--- src/rtl/mul_div_unit.sv ---
// Iterative HI/LO multiply/divide unit for MIPS mult/multu/div/divu, with mthi/mtlo writes.
// Define MULDIV_FAST_MULT_EN for a single-cycle multiplier on mult/multu (IDLE -> FIX).
module mul_div_unit #(
    parameter int DATA_W = 32
) (
    input  logic              clk,
    input  logic              rst_n,
    input  logic              start,
    input  logic [1:0]        op,
    input  logic [DATA_W-1:0] in_a,
    input  logic [DATA_W-1:0] in_b,
    input  logic              hi_we,
    input  logic              lo_we,
    input  logic [DATA_W-1:0] wr_data,
    output logic              busy,
    output logic              done,
    output logic              div_by_zero,
    output logic [DATA_W-1:0] hi,
    output logic [DATA_W-1:0] lo
);
    localparam int CW = (DATA_W > 1) ? $clog2(DATA_W) : 1;

    // state | meaning
    // IDLE  | waiting for start; mthi/mtlo accepted
    // CALC  | one product/quotient bit per cycle, DATA_W cycles
    // FIX   | sign correction; hi/lo written on exit
    typedef enum logic [1:0] {IDLE, CALC, FIX} state_t;

    state_t            state;
    logic [1:0]        op_q;
    logic              sign_a, sign_b;
    logic [DATA_W-1:0] mag_a, mag_b;
    logic [DATA_W-1:0] acc_hi, acc_lo;
    logic [CW-1:0]     cnt;

    logic                in_signed;
    logic [DATA_W-1:0]   in_mag_a, in_mag_b;
    logic [DATA_W:0]     mul_sum;
    logic [DATA_W:0]     div_shift;
    logic                div_ge;
    logic                q_signed, signs_differ, b_zero;
    logic [2*DATA_W-1:0] prod_fix;
    logic [DATA_W-1:0]   quo_fix, rem_fix;
`ifdef MULDIV_FAST_MULT_EN
    logic [2*DATA_W-1:0] fast_prod;
`endif

    always_comb begin
        in_signed    = ~op[0];
        in_mag_a     = (in_signed && in_a[DATA_W-1]) ? -in_a : in_a;
        in_mag_b     = (in_signed && in_b[DATA_W-1]) ? -in_b : in_b;
        mul_sum      = {1'b0, acc_hi} + (acc_lo[0] ? {1'b0, mag_a} : '0);
        div_shift    = {acc_hi, acc_lo[DATA_W-1]};
        div_ge       = (div_shift >= {1'b0, mag_b});
        q_signed     = ~op_q[0];
        signs_differ = q_signed && (sign_a ^ sign_b);
        b_zero       = (mag_b == '0);
        prod_fix     = signs_differ ? -{acc_hi, acc_lo} : {acc_hi, acc_lo};
        // divide-by-zero quotient is all ones regardless of the dividend's sign
        quo_fix      = b_zero ? '1 : (signs_differ ? -acc_lo : acc_lo);
        rem_fix      = (q_signed && sign_a) ? -acc_hi : acc_hi;
`ifdef MULDIV_FAST_MULT_EN
        fast_prod    = {{DATA_W{1'b0}}, in_mag_a} * {{DATA_W{1'b0}}, in_mag_b};
`endif
    end

    always_ff @(posedge clk or negedge rst_n) begin
        if (!rst_n) begin
            state       <= IDLE;
            op_q        <= '0;
            sign_a      <= 1'b0;
            sign_b      <= 1'b0;
            mag_a       <= '0;
            mag_b       <= '0;
            acc_hi      <= '0;
            acc_lo      <= '0;
            cnt         <= '0;
            hi          <= '0;
            lo          <= '0;
            busy        <= 1'b0;
            done        <= 1'b0;
            div_by_zero <= 1'b0;
        end else begin
            done        <= 1'b0;
            div_by_zero <= 1'b0;
            case (state)
                IDLE: begin
                    if (hi_we) hi <= wr_data;
                    if (lo_we) lo <= wr_data;
                    if (start) begin
                        op_q   <= op;
                        sign_a <= in_signed & in_a[DATA_W-1];
                        sign_b <= in_signed & in_b[DATA_W-1];
                        mag_a  <= in_mag_a;
                        mag_b  <= in_mag_b;
                        acc_hi <= '0;
                        acc_lo <= op[1] ? in_mag_a : in_mag_b;
                        cnt    <= CW'(DATA_W - 1);
                        busy   <= 1'b1;
                        state  <= CALC;
`ifdef MULDIV_FAST_MULT_EN
                        if (!op[1]) begin
                            {acc_hi, acc_lo} <= fast_prod;
                            state            <= FIX;
                        end
`endif
                    end
                end
                CALC: begin
                    if (!op_q[1]) begin
                        {acc_hi, acc_lo} <= {mul_sum, acc_lo[DATA_W-1:1]};
                    end else if (div_ge) begin
                        acc_hi <= div_shift[DATA_W-1:0] - mag_b;
                        acc_lo <= {acc_lo[DATA_W-2:0], 1'b1};
                    end else begin
                        acc_hi <= div_shift[DATA_W-1:0];
                        acc_lo <= {acc_lo[DATA_W-2:0], 1'b0};
                    end
                    cnt <= cnt - CW'(1);
                    if (cnt == '0) state <= FIX;
                end
                FIX: begin
                    if (!op_q[1]) begin
                        {hi, lo} <= prod_fix;
                    end else begin
                        hi          <= rem_fix;
                        lo          <= quo_fix;
                        div_by_zero <= b_zero;
                    end
                    done  <= 1'b1;
                    busy  <= 1'b0;
                    state <= IDLE;
                end
                default: state <= IDLE;
            endcase
        end
    end
endmodule

--- config.mk ---
export PLATFORM = sky130hd
export DESIGN_NAME = mul_div_unit
export DESIGN_NICKNAME = d
export VERILOG_FILES = /design/src/rtl/mul_div_unit.sv
export SDC_FILE = /design/constraint.sdc
export NUM_CORES = 1
export LEC_CHECK = 0
export CORE_ASPECT_RATIO = 1.2
export CORE_MARGIN = 2
export CORE_UTILIZATION = 35
export CTS_CLUSTER_SIZE = 8
export DETAILED_ROUTE_END_ITERATION = 10
export PLACE_DENSITY = 0.64
export SLEW_MARGIN = 20
export SYNTH_ARGS = -nofsm -noshare
export SYNTH_HDL_FRONTEND = slang
export SYNTH_SLANG_ARGS = --single-unit
--- constraint.sdc ---
create_clock -name clk -period 5.1 [get_ports clk]
set_input_delay 1.275 -clock clk [delete_from_list [all_inputs] [get_ports clk]]
set_output_delay 1.275 -clock clk [all_outputs]
set_load 0.01 [all_outputs]
# ---- Word level (Yosys, flattened, before mapping)
# Index checks and enable logic that the tools add are counted.
dict set report totals {
  ram_bits 0
  reg_bits 206
  rom_bits 0
  word_cells 81
  latchBits 0
  mem_count 0
}
dict set report classes {
  div 0
  n_shift 0
  mul 0
  magnitude_cmp 1
  muxes 32
  reduce_logical 15
  add_sub_neg 8
  bitwise 5
  eq_ne 6
}
# operator count
set ops {}
lappend ops {{32-bit two-way mux} 16}
lappend ops {{32-bit case mux with 2 select lines} 4}
lappend ops {{32-bit negator} 4}
lappend ops {{64-bit two-way mux} 1}
lappend ops {{64-bit negator} 1}
lappend ops {{32-bit by 32-bit adder with 33-bit output} 1}
lappend ops {{33-bit by 32-bit greater-or-equal comparator with 1-bit output} 1}
lappend ops {{32-bit zero test} 1}
lappend ops {{32-bit subtractor} 1}
lappend ops {{2-bit AND reduction} 6}
lappend ops {{5-bit case mux with 2 select lines} 1}
lappend ops {{2-bit inequality test, second input constant} 4}
lappend ops {{5-bit zero test} 1}
lappend ops {{1-bit two-way mux} 5}
lappend ops {{5-bit two-way mux} 1}
lappend ops {{5-bit by 1-bit subtractor with 5-bit output, second input constant} 1}
lappend ops {{1-bit logical AND} 4}
lappend ops {{2-bit two-way mux} 2}
lappend ops {{2-bit case mux with 2 select lines} 1}
lappend ops {{2-bit nonzero test} 2}
lappend ops {{1-bit AND} 2}
lappend ops {{2-bit by 1-bit == test with 1-bit output, second input constant} 1}
lappend ops {{2-bit == test, second input constant} 1}
lappend ops {{2-bit zero test} 1}
lappend ops {{3 further kinds} 4}

# ---- Longest topological paths before layout
# Gate-level depths: netlist of run 1.
dict set report depth {
  ltp_word 6
  mapped_depth 16
  mapped_depth_nobuf 13
}

# ---- Least setup slack after synthesis of run 1
# No wires, ideal clock.
dict set report synth_path {
  path_type {reg2reg}
  startpoint {reg acc_lo[0]}
  endpoint {reg acc_hi[29]}
  setup_time_ps 94
  synth_period_minus_slack_ps 3564
  path_buffers 3
  t_required_ps 5006
  stages_incl_launch_ff 17
  setup_slack_ps 1536
  t_arrival_ps 3471
  cell_sequence {dfrtp_1 > clkbuf_1 > clkbuf_1 > and2_1 > ha_1 > inv_1 > fa_1 > nand2b_1 > a21oi_1 > o21ai_0 > o21ai_0 > a211oi_1 > or3_1 > clkbuf_1 > o221ai_1 > mux2_2 > a211oi_1}
}
dict set report synth_between {
  elab_chain_cells 4
}
# element line_no
set synth_rtl {}
lappend synth_rtl {{from (decl)} 33} ;# logic [DATA_W-1:0] acc_hi, acc_lo;
lappend synth_rtl {{from (signal assigned)} 97} ;# acc_lo <= op[1] ? in_mag_a : in_mag_b;
lappend synth_rtl {{from (signal assigned)} 111} ;# {acc_hi, acc_lo} <= {mul_sum, acc_lo[DATA_W-1:1]};
lappend synth_rtl {{from (signal assigned)} 114} ;# acc_lo <= {acc_lo[DATA_W-2:0], 1'b1};
lappend synth_rtl {{32-bit two-way mux} 52} ;# mul_sum = {1'b0, acc_hi} + (acc_lo[0] ? {1'b0, mag_a} : '0);
lappend synth_rtl {{32-bit by 32-bit adder with 33-bit output} 52}
lappend synth_rtl {{32-bit two-way mux} 110} ;# if (!op_q[1]) begin
lappend synth_rtl {{32-bit case mux with 2 select lines} 86} ;# case (state)
lappend synth_rtl {{to (signal assigned)} 111}
lappend synth_rtl {{to (signal assigned)} 113} ;# acc_hi <= div_shift[DATA_W-1:0] - mag_b;
lappend synth_rtl {{to (signal assigned)} 116} ;# acc_hi <= div_shift[DATA_W-1:0];
lappend synth_rtl {{to (decl)} 33}
# No other way between the ends.
# A chain may end at the register's enable or synchronous reset.

# ---- Worst setup path in the final report of run 1
dict set report layout_path {
  startpoint {reg acc_hi[3]}
  endpoint {reg acc_hi[12]}
}
dict set report layout_between {
  elab_chain_cells 4
  word_cells_on_any_way 6
}
# element line_no
set layout_rtl {}
lappend layout_rtl {{32-bit subtractor / 33-bit by 32-bit greater-or-equal comparator with 1-bit output (equally long branches)} {113, 54}}
lappend layout_rtl {{32-bit two-way mux} 112} ;# end else if (div_ge) begin
lappend layout_rtl {{32-bit two-way mux *} 110}
lappend layout_rtl {{32-bit case mux with 2 select lines *} 86}
# Every way passes the cells marked *; elsewhere a longest branch is shown, timed or not.

==> out/metrics.yaml, run 1 <==
run_status:
  status: "complete, no violations"
grt:
  track_usage_pct: 24.9
  grt_pass1_vias: 14800
  grt_antenna_before_repair: 0
  grt_pass1_wl_mm: 89.8
  grt_overflow: 0
  grt_max_degree: 89
synth:
  synth_ff_type: "dfrtp_1"
  synth.distinct_cells: 84
  netlist_area_sq_mm: 0.0158
  synth_top_cell_area_share_pct: 32.6
  postSynthRegisterBits: 206
  synth_top_area_cell: "dfrtp_1"
  synth_edf_count: 0
  yosysSeqAreaShare_pct: 32.6
  avgSynthCellArea_sq_um: 8.15
  synth_area_leaders: "dfrtp_1 (33%), o21ai_0 (7.2%), ha_1 (5.5%)"
  netlist_instances: 1938
  syn-num-nets: 2113
  yosysWarningCount: 0
  async_flop_share_pct: 100
hold_path:
  holdPathEnd: "hi[11]"
  worstHoldPathCells: 2
  hold_start: "hi[11]"
  hold_class: "reg -> reg"
sta:
  setup_violations: 0
  hold_viol: 0
  slew_violations: 0
  fin_crit_sh_pct: 77.5
  setup_slack_ns: 1.15
  fmax_mhz: 253
  post-route-min-period_ns: 3.95
  slew_headroom_pct: 25.9
  skew_ns: 0.0107
  fin_setup_tns_ns: 0
  tightest_slew_ns: 1.11
  rsz0062_at_grt: "false"
setup_path:
  r2r_cells: 12
  r2r_setup_slack_ns: 1.15
  required_ns: 5.55
  startpoint_type: "flop"
  crit_fanout: 28
  r2r_start: "acc_hi[3]"
  setup.worst_path.start: "acc_hi[3]"
  arrival_ns: 4.40
  path_class: "reg -> reg"
  r2r_end: "acc_hi[12]"
  end_kind: "flop"
power_and_ir_drop:
  leakagePower_nw: 7.85
  worst_ir_drop_vdd_mv: 0.337
  power.density_mw_per_mm2: 780
die:
  die-area_sq_mm: 0.0468
  ioPinCount: 170
  core_area_sq_mm: 0.0447
  num_rows: 85
  start_util_pct: 35.3
  die_w_um: 198
  die_y_um: 237
cells_and_area:
  area_growth_pct: 19.1
  final_cells: 2627
  n_fill_cell: 4425
  fin_area_sq_mm: 0.0188
  final_cell_mix: "o21ai_0 (228), nand2_1 (218), dfrtp_1 (205)"
  drive_gt1_share_pct: 5.00
  final_common_cell: "o21ai_0"
  multi_input_area_sq_mm: 0.00997
  seqCellArea_sq_mm: 0.00516
  finish.utilization_pct: 42.1
  diodes: 0
  fin_nets: 2235
clocking:
  cts_tree: "built"
  htreeDepth: 1
  root_buffer: "clkbuf_16"
  cts_buffer_depth: 3
  cts_hold_buf: 0
  clkTransAtPathRegs_ns: 0.05
  clk_latency_ns: 0.56
  cts_setup_buffers: 0
  cts_buffers: 29
  clock-sinks: 206
  cts_resized: 0
placement:
  dpl_cell_area_sq_mm: 0.0180
  post-place-ws_ns: 0.731
  placedCellCount: 2594
  dp_hpwl_mm: 46.6
  gp_congestion: 0.974
  portBuffers: 169
route:
  wl_mm: 59.5
  first_pass_iters: 6
  wl_per_cell_um: 22.7
  num_vias: 15400
  drt_iter0_drc: 1446
  drc_errors: 0
  viasPerCell: 5.88
  ant_nets: 0
job:
  cap_violations: 0
## registers in the layout, summed over array words and instances (netlist names)
signal,count
acc_hi,32
acc_lo,32
hi,32
lo,32
mag_a,32
mag_b,32
cnt,5
op_q,2
state,2
busy,1
div_by_zero,1
done,1
sign_a,1
sign_b,1
## cells in the mapped netlist, types with 25 or more instances
master / number
o21ai_0: 228
nand2_1: 219
dfrtp_1: 206
nor2_1: 153
a21oi_1: 139
clkbuf_1: 97
xnor2_1: 86
xor2_1: 81
ha_1: 70
mux2i_1: 69
inv_1: 65
nor3_1: 49
and2_1: 40
o22a_1: 39
o31ai_1: 31
a22oi_1: 25
a31oi_1: 25
## worst max path at each step
stage / end / slack (ns) / cells past startpoint
after floorplan: acc_hi[29] / 1.54 / 16
after global placement: acc_lo[29] / 0.80 / 10
after detailed placement: acc_lo[29] / 0.73 / 10
after CTS: acc_hi[30] / 1.10 / 14
after global routing: acc_hi[29] / 0.96 / 14
final: acc_hi[12] / 1.15 / 12
## worst max-delay path, cell delays in order (launching register included)
cell	delay, ns
dfrtp_1	0.59
ha_1	0.36
nand3_1	0.25
a21oi_1	0.07
a211o_1	0.35
a21o_1	0.25
a41oi_2	0.48
a211oi_2	0.14
buf_4	0.21
or2_2	0.35
buf_4	0.29
mux2i_1	0.18
o21ai_0	0.28
## report_power, final
group / switching, W / total, W / internal [W]
clock: 0.000728 / 0.00173 / 0.00100
combinational: 0.00539 / 0.00929 / 0.00390
sequential: 0.00117 / 0.00365 / 0.00247
total: 0.00729 / 0.0147 / 0.00738
## cell type report
cell class	count	area share, %
clock inverters	1	0.106
multi-input cells	1554	53.0
flip-flops and latches	206	27.4
well taps	565	3.76
clock buffers	32	3.92
repair buffers	202	10.4
inverters	67	1.34
## logic make-up (layout without fill, tap and decap cells)
family	after synthesis	in the layout	synth area share, %
buf+inv	178	302	4.30
compound gates	620	620	24.3
simple gates	624	624	19.2
fa+ha+maj	72	72	5.80
mux	71	71	4.52
flops	206	206	32.6
xor+xnor	167	167	9.26
## per-stage QoR
stage / total power, W / hold WS, ns
floorplan: 0.00958 / 0.442
global placement: 0.0126 / 0.462
detailed placement: 0.0128 / 0.464
CTS: 0.0145 / 0.476
global route: 0.0157 / 0.492
finish: 0.0147 / 0.474
## layer usage
layer  wire (um)  part of all wire, %  GRT usage (%)  vias up
met5           0                    0              0        -
met4        2070                  3.5           8.43        0
met3        4500                  7.6           3.59       96
met2       27600                   46           40.6      671
met1       25300                   43           33.7     7465
li1            -                    -              -     7209
No activity file was read; power rests on OpenSTA's default activity.
==> run 2: changes to the inputs <==
PLACE_DENSITY = 0.66   (was 0.64)
clock period = 3.6 ns   (was 5.1 ns; I/O delays follow)
==> run 2 against run 1 <==
First-iteration DRC count decreased by 3.7%. Critical path depth decreased by 3. Hold slack got worse by 0.089 ns. Fmax increased by 13%. Utilization increased by 2.2 points. Worst setup slack got worse by 1.0 ns. Global-route usage increased by 0.58 points. Via count increased by 1.8%. Register-to-register slack got worse by 1.0 ns. Sequential share of layout area decreased by 1.4 points. Sequential power increased by 29%. Critical path type unchanged. Critical endpoint is now hi[24].
==> out/metrics.yaml, run 2 (synthesis gave the netlist of run 1 again) <==
job:
  cap_violations: 0  # unchanged
die:
  num_rows: 85  # unchanged
  die_y_um: 237  # unchanged
  die_w_um: 198  # unchanged
  core_area_sq_mm: 0.0447  # unchanged
  ioPinCount: 170  # unchanged
  die-area_sq_mm: 0.0468  # unchanged
  start_util_pct: 35.3  # unchanged
clocking:
  clock-sinks: 206  # unchanged
  cts_hold_buf: 0  # unchanged
  cts_buffer_depth: 3  # unchanged
  cts_buffers: 30  # +3.4%
  clkTransAtPathRegs_ns: 0.05  # about the same
  cts_tree: "built"
  htreeDepth: 1  # unchanged
  root_buffer: "clkbuf_16"
  clk_latency_ns: 0.58  # +0.02 ns
sta:
  setup_violations: 0  # unchanged
  post-route-min-period_ns: 3.49  # -0.467 ns
  skew_ns: 0.0214  # +0.0107 ns
  slew_violations: 0  # unchanged
  fin_crit_sh_pct: 96.8  # +19 points
  rsz0062_at_grt: "false"
  fmax_mhz: 287  # +13%
  fin_setup_tns_ns: 0  # unchanged
  hold_viol: 0  # unchanged
  slew_headroom_pct: 15.8  # -10 points
  tightest_slew_ns: 1.25  # +0.142 ns
cells_and_area:
  diodes: 0  # unchanged
  final_cell_mix: "o21ai_0 (227), nand2_1 (218), dfrtp_1 (205)"
  seqCellArea_sq_mm: 0.00516  # unchanged
  n_fill_cell: 4403  # -0.50%
  area_growth_pct: 25.3
  multi_input_area_sq_mm: 0.0100  # +0.28%
  drive_gt1_share_pct: 10.4  # +5.4 points
  finish.utilization_pct: 44.3  # +2.2 points
  fin_nets: 2353  # +5.3%
  final_common_cell: "o21ai_0"
grt:
  grt_overflow: 0  # unchanged
  grt_antenna_before_repair: 0  # unchanged
  grt_pass1_vias: 15100  # +2.1%
  grt_pass1_wl_mm: 91.7  # +2.1%
  grt_max_degree: 102  # +15%
  track_usage_pct: 25.5  # +0.58 points
setup_path:
  arrival_ns: 3.93  # -0.47 ns
  path_class: "reg -> reg"
  r2r_start: "acc_lo[22]"
  startpoint_type: "flop"
  required_ns: 4.04  # -1.51 ns
  r2r_setup_slack_ns: 0.11  # -1.03 ns
  crit_slowest_cell: "nor4_1"
  setup.worst_path.start: "acc_lo[22]"
  crit_fanout: 4  # -86%
  r2r_end: "hi[24]"
  critPathMaxStageDelay_ns: 1.05  # +0.46 ns
  end_kind: "flop"
  r2r_cells: 9  # -3
  crit_chain: "nor4_1 -> nor4b_1 -> nand2_1 -> o21ai_2 -> nand3_2 -> or3_1 -> o21ai_1 -> xor2_1 -> o21ai_1"
  crit_top_cell: "o21ai_1"
run_status:
  status: "complete, no violations"
power_and_ir_drop:
  p_int_w: 0.0112  # +51%
  p_comb_share_pct: 66.7  # +3.4 points
  sw_frac_of_total_pct: 48.7  # -1.0 points
  netSwitchingPower_w: 0.0106  # +45%
  power.density_mw_per_mm2: 1100  # +41%
  clockPowerShare_pct: 11.6  # -0.2 points
  leakagePower_nw: 8.45  # +7.7%
  power_w: 0.0218  # +48%
  pwr-share-seq_pct: 21.7  # -3.2 points
  worst_ir_drop_vdd_mv: 0.467  # +39%
route:
  drt_iter0_drc: 1393  # -3.7%
  wl_mm: 60.6  # +1.8%
  viasPerCell: 5.72  # -2.7%
  num_vias: 15700  # +1.8%
  wl_per_cell_um: 22.0  # -2.7%
  drc_errors: 0  # unchanged
  first_pass_iters: 8  # +2
  ant_nets: 0  # unchanged
placement:
  portBuffers: 169  # unchanged
  dp_hpwl_mm: 48.7  # +4.6%
  gp_congestion: 0.991  # +1.7%
hold_path:
  hold_class: "in -> async"
[run 2: area by class of cell]
| type | count | share of cell area, % |
|---|---|---|
| repair buffers | 319 | 14.5 |
| well taps | 565 | 3.57 |
| clock buffers | 35 | 3.89 |
| inverters | 67 | 1.27 |
| flip-flops and latches | 206 | 26.1 |
| clock inverters | 2 | 0.196 |
| multi-input cells | 1554 | 50.5 |
[run 2: repair_timing]
action | in CTS | in global routing
resized for setup | 0 | 9
setup buffers | 0 | 0
endpoints found under the setup margin | 0 | 4
hold endpoints to repair | 0 | 0
[run 2: power groups by stage]
| stage | Sequential, W | Combinational [W] | Clock [W] |
|---|---|---|---|
| 6_report | 0.00472 | 0.0145 | 0.00253 |
| 5_1_grt | 0.00484 | 0.0158 | 0.00267 |
| 4_1_cts | 0.00468 | 0.0143 | 0.00257 |
| 3_5_place_dp | 0.00471 | 0.0142 | 0 |
| 3_3_place_gp | 0.00468 | 0.0140 | 0 |
| 2_1_floorplan | 0.00449 | 0.00909 | 0 |
[run 2: layer usage]
metal | track usage (%) | routed length, um | vias up
met2 | 41.2 | 27600 | 681
met1 | 34.5 | 26200 | 7498
met4 | 9.50 | 2350 | 0
met3 | 3.63 | 4420 | 100
met5 | 0 | 0 | -
li1 | - | - | 7442
[run 2: critical path, delay by kind of cell, from the launching register on]
| family | cells | cell delay [ns] |
|---|---|---|
| flip-flops | 1 | 0.37 |
| AO/OA/AOI/OAI | 3 | 0.48 |
| XOR/XNOR | 1 | 0.21 |
| AND/OR/NAND/NOR | 5 | 2.29 |
[run 2: worst max path at each step]
stage                 endpoint  slack [ns]  cells after the start
finish                  hi[24]        0.11                      9
floorplan           acc_hi[29]        0.04                     16
global route        acc_hi[29]       0.004                     13
detailed placement  acc_lo[29]       -0.19                     10
global placement    acc_lo[29]       -0.18                     10
CTS                 acc_hi[29]        0.03                     12
[run 2: stage by stage]
| stage | instance area [sq um] | hold slack (ns) | setup slack (ns) | std cells |
|---|---|---|---|---|
| after floorplan | 15800 | 0.442 | 0.0356 | 1938 |
| after CTS | 19800 | 0.401 | 0.0312 | 2748 |
| after detailed placement | 18900 | 0.466 | -0.192 | 2711 |
| after global routing | 19800 | 0.429 | 0.00418 | 2748 |
| after global placement | 18900 | 0.457 | -0.176 | 2711 |
| final | 19800 | 0.385 | 0.115 | 2748 |
